File: src/rtl/rs_pkg.sv
// rs_pkg: shared types and helpers for the reservation station.
//   rs_uop_t     renamed uop as held in an entry and presented at issue
//   sqn_older    wrap-around age compare: a is older than b
//   sqn_younger  wrap-around age compare: a is strictly younger than b
package rs_pkg;

    localparam int TAG_W     = 6;
    localparam int SQN_W     = 6;
    localparam int PAYLOAD_W = 16;

    typedef struct packed {
        logic [TAG_W-1:0]     tagA;
        logic                 availA;
        logic [TAG_W-1:0]     tagB;
        logic                 availB;
        logic [TAG_W-1:0]     tagDst;
        logic [SQN_W-1:0]     sqN;
        logic [PAYLOAD_W-1:0] payload;
    } rs_uop_t;

    // $signed(a - b) < 0 on the SQN_W-bit ring.
    function automatic logic sqn_older(input logic [SQN_W-1:0] a,
                                       input logic [SQN_W-1:0] b);
        logic [SQN_W-1:0] diff;
        diff = a - b;
        return diff[SQN_W-1];
    endfunction

    // $signed(a - b) > 0 on the SQN_W-bit ring.
    function automatic logic sqn_younger(input logic [SQN_W-1:0] a,
                                         input logic [SQN_W-1:0] b);
        logic [SQN_W-1:0] diff;
        diff = a - b;
        return (diff != '0) && !diff[SQN_W-1];
    endfunction

endpackage

File: src/rtl/rs_age_select.sv
// rs_age_select: combinational oldest-ready picker.
//   ready  in  per-entry "both operands available" bits
//   sqn    in  per-entry sequence numbers
//   grant  out one-hot grant of the oldest ready entry
//   found  out at least one entry is ready
module rs_age_select
    import rs_pkg::*;
#(
    parameter int NUM_ENTRIES = 8
) (
    input  logic [NUM_ENTRIES-1:0]            ready,
    input  logic [NUM_ENTRIES-1:0][SQN_W-1:0] sqn,
    output logic [NUM_ENTRIES-1:0]            grant,
    output logic                              found
);

    genvar gi;
    generate
        for (gi = 0; gi < NUM_ENTRIES; gi++) begin : g_entry
            // Entry gi wins when it is older than every other ready entry;
            // live sequence numbers are unique, so at most one entry wins.
            logic [NUM_ENTRIES-1:0] beats;
            always_comb begin
                for (int j = 0; j < NUM_ENTRIES; j++) begin
                    beats[j] = (j == gi) || !ready[j] || sqn_older(sqn[gi], sqn[j]);
                end
            end
            assign grant[gi] = ready[gi] && (&beats);
        end
    endgenerate

    assign found = |ready;

endmodule

File: src/rtl/issue_queue.sv
// issue_queue: reservation station between rename and one execution unit.
//   IN_uopValid/IN_uop     up to WIDTH_IN renamed uops per cycle
//   IN_wbValid/IN_wbTag    writeback buses snooped for operand wakeup
//   IN_branchTaken/SqN     flush of everything younger than the branch
//   IN_issueReady          execution unit accepts OUT_issue
//   OUT_issueValid/issue   registered oldest-ready uop
//   OUT_stall/freeCount    free-entry status from registered valid bits
module issue_queue
    import rs_pkg::*;
#(
    parameter int NUM_ENTRIES = 8,
    parameter int WIDTH_IN    = 2,
    parameter int WIDTH_WB    = 3
) (
    input  logic                              clk,
    input  logic                              rst,
    input  logic [WIDTH_IN-1:0]               IN_uopValid,
    input  rs_uop_t [WIDTH_IN-1:0]            IN_uop,
    input  logic [WIDTH_WB-1:0]               IN_wbValid,
    input  logic [WIDTH_WB-1:0][TAG_W-1:0]    IN_wbTag,
    input  logic                              IN_branchTaken,
    input  logic [SQN_W-1:0]                  IN_branchSqN,
    input  logic                              IN_issueReady,
    output logic                              OUT_issueValid,
    output rs_uop_t                           OUT_issue,
    output logic                              OUT_stall,
    output logic [$clog2(NUM_ENTRIES):0]      OUT_freeCount
);

    localparam int IDX_W = $clog2(NUM_ENTRIES);
    localparam int CNT_W = IDX_W + 1;

    logic [NUM_ENTRIES-1:0] valid_q, valid_d;
    rs_uop_t                entry_q [NUM_ENTRIES];
    rs_uop_t                entry_d [NUM_ENTRIES];
    logic                   issue_valid_q, issue_valid_d;
    rs_uop_t                issue_q, issue_d;

    logic [NUM_ENTRIES-1:0]            entry_ready, wake_a, wake_b, grant;
    logic [NUM_ENTRIES-1:0][SQN_W-1:0] entry_sqn;
    logic                              found;
    rs_uop_t                           sel_uop;
    rs_uop_t [WIDTH_IN-1:0]            in_snoop;
    logic [WIDTH_IN-1:0]               alloc_hit;
    logic [WIDTH_IN-1:0][IDX_W-1:0]    alloc_idx;
    logic [NUM_ENTRIES-1:0]            taken;
    logic [CNT_W-1:0]                  free_count;

    function automatic logic wb_hit(input logic [TAG_W-1:0]               tag,
                                    input logic [WIDTH_WB-1:0]            v,
                                    input logic [WIDTH_WB-1:0][TAG_W-1:0] tags);
        logic hit;
        hit = 1'b0;
        for (int k = 0; k < WIDTH_WB; k++) begin
            if (v[k] && tags[k] == tag) hit = 1'b1;
        end
        return hit;
    endfunction

    // Readiness uses registered avail bits, so a wakeup becomes selectable
    // one cycle after the writeback is seen.
    genvar gi;
    generate
        for (gi = 0; gi < NUM_ENTRIES; gi++) begin : g_entry
            assign entry_ready[gi] = valid_q[gi] && entry_q[gi].availA && entry_q[gi].availB;
            assign entry_sqn[gi]   = entry_q[gi].sqN;
            assign wake_a[gi]      = wb_hit(entry_q[gi].tagA, IN_wbValid, IN_wbTag);
            assign wake_b[gi]      = wb_hit(entry_q[gi].tagB, IN_wbValid, IN_wbTag);
        end
    endgenerate

    rs_age_select #(
        .NUM_ENTRIES(NUM_ENTRIES)
    ) u_select (
        .ready (entry_ready),
        .sqn   (entry_sqn),
        .grant (grant),
        .found (found)
    );

    always_comb begin
        sel_uop = '0;
        for (int i = 0; i < NUM_ENTRIES; i++) begin
            if (grant[i]) sel_uop = entry_q[i];
        end
    end

    // Incoming uops snoop the same-cycle writeback buses.
    always_comb begin
        for (int w = 0; w < WIDTH_IN; w++) begin
            in_snoop[w] = IN_uop[w];
            if (wb_hit(IN_uop[w].tagA, IN_wbValid, IN_wbTag)) in_snoop[w].availA = 1'b1;
            if (wb_hit(IN_uop[w].tagB, IN_wbValid, IN_wbTag)) in_snoop[w].availB = 1'b1;
        end
    end

    // Valid slots take successive lowest-index free entries. Only entries free
    // at the start of the cycle count, so one freed by this cycle's issue is
    // not reused until the next cycle. Slots finding no free entry are dropped.
    always_comb begin
        taken     = '0;
        alloc_hit = '0;
        alloc_idx = '0;
        for (int w = 0; w < WIDTH_IN; w++) begin
            for (int i = 0; i < NUM_ENTRIES; i++) begin
                if (IN_uopValid[w] && !alloc_hit[w] && !valid_q[i] && !taken[i]) begin
                    alloc_hit[w] = 1'b1;
                    alloc_idx[w] = IDX_W'(i);
                    taken[i]     = 1'b1;
                end
            end
        end
    end

    always_comb begin
        valid_d       = valid_q;
        entry_d       = entry_q;
        issue_valid_d = issue_valid_q;
        issue_d       = issue_q;

        for (int i = 0; i < NUM_ENTRIES; i++) begin
            if (wake_a[i]) entry_d[i].availA = 1'b1;
            if (wake_b[i]) entry_d[i].availB = 1'b1;
        end

        if (IN_branchTaken) begin
            for (int i = 0; i < NUM_ENTRIES; i++) begin
                if (sqn_younger(entry_q[i].sqN, IN_branchSqN)) valid_d[i] = 1'b0;
            end
            // An accepted uop leaves either way; a held younger one is killed.
            if (issue_valid_q &&
                (IN_issueReady || sqn_younger(issue_q.sqN, IN_branchSqN))) begin
                issue_valid_d = 1'b0;
                issue_d       = '0;
            end
        end else begin
            if (!issue_valid_q || IN_issueReady) begin
                issue_valid_d = found;
                issue_d       = sel_uop;
                valid_d       = valid_d & ~grant;
            end
            for (int w = 0; w < WIDTH_IN; w++) begin
                if (alloc_hit[w]) begin
                    valid_d[alloc_idx[w]] = 1'b1;
                    entry_d[alloc_idx[w]] = in_snoop[w];
                end
            end
        end
    end

    always_ff @(posedge clk) begin
        if (rst) begin
            valid_q       <= '0;
            issue_valid_q <= 1'b0;
            issue_q       <= '0;
        end else begin
            valid_q       <= valid_d;
            issue_valid_q <= issue_valid_d;
            issue_q       <= issue_d;
        end
    end

    // Payload storage needs no reset: every read is qualified by valid_q.
    always_ff @(posedge clk) begin
        entry_q <= entry_d;
    end

    always_comb begin
        free_count = '0;
        for (int i = 0; i < NUM_ENTRIES; i++) begin
            free_count = free_count + CNT_W'(!valid_q[i]);
        end
    end

    assign OUT_freeCount  = free_count;
    assign OUT_stall      = free_count < CNT_W'(WIDTH_IN);
    assign OUT_issueValid = issue_valid_q;
    assign OUT_issue      = issue_q;

endmodule

File: config.mk
export PLATFORM = sky130hd
export DESIGN_NAME = issue_queue
export DESIGN_NICKNAME = d
export VERILOG_FILES = /design/src/rtl/rs_pkg.sv /design/src/rtl/rs_age_select.sv /design/src/rtl/issue_queue.sv
export SDC_FILE = /design/constraint.sdc
export NUM_CORES = 2
export LEC_CHECK = 0
export ABC_AREA = 1
export BUFFER_PORTS_ARGS = -buffer_cell sky130_fd_sc_hd__buf_4
export CORE_ASPECT_RATIO = 1.5
export CORE_MARGIN = 1
export CORE_UTILIZATION = 60
export CTS_CLUSTER_DIAMETER = 150
export DETAILED_ROUTE_END_ITERATION = 10
export PLACE_DENSITY_LB_ADDON = 0.2
export SETUP_SLACK_MARGIN = 0.4
export SLEW_MARGIN = 20
export SYNTH_ARGS = -nofsm -noshare
export SYNTH_HDL_FRONTEND = slang
export SYNTH_SLANG_ARGS = --single-unit
File: constraint.sdc
create_clock -name clk -period 16.2 [get_ports clk]
set_input_delay 2.43 -clock clk [delete_from_list [all_inputs] [get_ports clk]]
set_output_delay 2.43 -clock clk [all_outputs]
set_load 0.01 [all_outputs]
==> flow_summary.json <==
{
  "synth_area_leaders": "edfxtp_1 27%, nand2_1 15%, o21ai_0 12%",
  "htreeDepth": 2,
  "p_switching_mw": 1.40,
  "initial_core_util_pct": 60.6,
  "cts_tree": "done",
  "clkPwrFrac_pct": 28.1,
  "grt_pass1_vias": 36900,
  "grt_first_pass_wirelength_um": 230000,
  "pre_cts_ws_ns": 8.25,
  "drv_cap": 0,
  "track_usage_pct": 50.9,
  "first_pass_iters": 8,
  "synth-compound-area-share_pct": 23.3,
  "yosys.area.top_type": "edfxtp_1",
  "die_h_um": 300,
  "rows": 109,
  "synth-adder-area-share_pct": 10.3,
  "antenna_found_initial": 8,
  "synth_top_area_share_pct": 27.0,
  "p_int_mw": 2.14,
  "critPathLaunch": "IN_uopValid[1]",
  "syn-instance-count": 5101,
  "synth_top_family_by_area": "compound AO/OA/AOI/OAI gates",
  "drive_gt1_share_pct": 7.32,
  "max_stage_delay_ns": 0.82,
  "async_reset_ff_share_pct": 0,
  "crit_arrival_ns": 7.34,
  "numPortBuffers": 164,
  "yosysUniqueCellTypes": 58,
  "p_leak_nw": 17.4,
  "pwr-share-comb_pct": 33.8,
  "reg2reg_from": "valid_q[0]$_SDFFE_PP0P_",
  "synth_xor_area_share_pct": 2.94,
  "worst_setup_path_end_kind": "flip-flop",
  "tightest_slew_ns": 1.24,
  "routed_via_density": 6.73,
  "syn2layout_area_growth_pct": 7.65,
  "period_share_pct": 43.3,
  "pwr-share-seq_pct": 38.1,
  "synthMuxAreaShare_pct": 0,
  "ctsLongestPathBuffers": 3,
  "vdd_ir_drop_max_mv": 0.0907,
  "core-area_um2": 58800,
  "status": "completed",
  "synth-edff-count": 320,
  "cts-hold-fix-buffers": 0,
  "cts.sinks": 387,
  "syn_nets": 5503,
  "min_path_type": "flip-flop to flip-flop",
  "dp_hpwl_um": 99000,
  "switching_share_pct": 39.5,
  "grt_overflow": 0,
  "yosys_warnings": 0,
  "die_area_um2": 60400,
  "crit_required_ns": 16.53,
  "slew_viol_final": 0,
  "cts_buffers": 42,
  "worstSetupPathType": "input pin to flip-flop",
  "vias": 39300,
  "clock_latency_ns": 0.62,
  "synth-main-ff-cell": "edfxtp_1",
  "wl_per_cell_um": 26.7,
  "finalHoldViolations": 0,
  "setup_viol": 0,
  "grt_max_degree": 164,
  "drt_iter0_markers": 5852,
  "grt_setup_unrepaired": "false",
  "ys_seq_elements": 387,
  "final_util_pct": 65.2,
  "cts_setup_buffers": 0,
  "critPathSlowestCell": "nand3_4",
  "io_pins": 165,
  "synthTopCellsByCount": "1,413 x nand2_1, 830 x o21ai_0, 536 x inv_1",
  "fin_setup_tns_ns": 0,
  "yosysMostFrequentCell": "nand2_1",
  "fp.dieW_um": 201,
  "clock.fmax_mhz": 143,
  "ant_nets": 0,
  "cts_resized": 0,
  "wirelength_um": 156000,
  "path_max_fanout": 87,
  "drc": 0,
  "place.gp.congestion": 1.05,
  "crit_buf_inv": 5,
  "syn_area_um2": 35600,
  "clk_pin_slew_ns": 0.06,
  "synth-simple-area-share_pct": 22.5,
  "rrSetupSlack_ns": 10.61,
  "hp-start": "OUT_issue[23]$_SDFFE_PP0P_",
  "crit_chain": "buf_4 > inv_2 > nor3_2 > inv_2 > buf_4 > nand2_1 > nor2_1 > nand3_4 > nand3_2 > nor2_1 > nand2_4 > nand3_4 > buf_16 > nand2_1 > o21ai_1",
  "cp-start-kind": "input pin",
  "crit_family": "simple AND/OR/NAND/NOR gates",
  "slew_headroom_pct": 17.0,
  "hold_slack_ns": 0.466,
  "cts_root_buffer": "clkbuf_16",
  "synth.avg_cell_area_um2": 6.98,
  "setup_ws_ns": 9.19,
  "ys_seq_area_share_pct": 30.7,
  "min_period_ns": 7.01,
  "final_nets": 5436,
  "finClkSkew_ns": 0.0249,
  "pwr_density_cell_nw_per_um2": 92.1
}
==> cell usage in the layout, fill, tap and decap left out, types with 46 or more instances in the layout <==
master / synthesis / routed
buf_4: 16 / 221
o2111ai_1: 46 / 46
o211ai_1: 46 / 46
a21oi_1: 212 / 212
o21ai_0: 830 / 830
o22ai_1: 115 / 115
nand3b_1: 61 / 61
ha_1: 272 / 272
o21ai_1: 114 / 113
xnor2_1: 56 / 56
nand3_1: 190 / 188
nand4_1: 78 / 78
inv_1: 536 / 533
nor2_1: 96 / 92
dfxtp_1: 67 / 67
nand2_1: 1413 / 1407
edfxtp_1: 320 / 320
xor2_1: 60 / 60
==> routing by layer <==
layer	track usage (%)	up-vias	wire length [µm]
met3	16.6	1171	22300
met4	47.7	4	17900
met2	77.0	3207	65800
met5	0	-	29
li1	-	17300	-
met1	56.6	17600	50000
==> flip-flops by register name, indices dropped and copies added, names as in the netlist <==
name	cells
OUT_issue	42
valid_q	8
entry_q	336
OUT_issueValid	1
==> cell families after synthesis <==
group,Yosys count
flops,387
simple gates,1909
xor+xnor,118
fa+ha+maj,285
compound gates,1488
buf+inv,914
==> tightest hold or removal path, delay by kind of cell, from the launching register on <==
family           cells  cell delay (ns)
AO/OA/AOI/OAI        1             0.05
flip-flops           1             0.31
AND/OR/NAND/NOR      1             0.06
==> metrics by stage <==
stage	instance area (µm²)	std cells	total power, mW
finish	38300	5849	3.53
global route	38300	5846	3.66
CTS	38300	5844	3.46
detailed placement	37000	5766	2.49
global placement	37000	5766	2.46
floorplan	35600	5101	2.07
==> power by group through the flow <==
| stage | Sequential [mW] | Combinational (mW) | Clock [mW] |
|---|---|---|---|
| after floorplan | 1.31 | 0.760 | 0 |
| after global placement | 1.35 | 1.11 | 0 |
| after detailed placement | 1.36 | 1.13 | 0 |
| after CTS | 1.33 | 1.14 | 0.991 |
| after global routing | 1.35 | 1.29 | 1.02 |
| final | 1.35 | 1.19 | 0.994 |
==> area by class of cell <==
type	instances	area (µm²)
flip-flops and latches	387	11000
multi-input cells	3800	21200
clock buffers	61	1170
well taps	777	972
inverters	580	2190
repair buffers	223	1710
diodes	4	10.0
fillers	5414	20400
clock inverters	17	165
==> worst paths after layout <==
check	cells past startpoint	endpoint
worst max register to register	14	entry_q[118]$_DFFE_PN_
worst max-delay path	15	entry_q[118]$_DFFE_PN_
worst min-delay path	2	OUT_issue[23]$_SDFFE_PP0P_
worst min register to register	2	OUT_issue[23]$_SDFFE_PP0P_
Power figures use the tool's default switching activity.
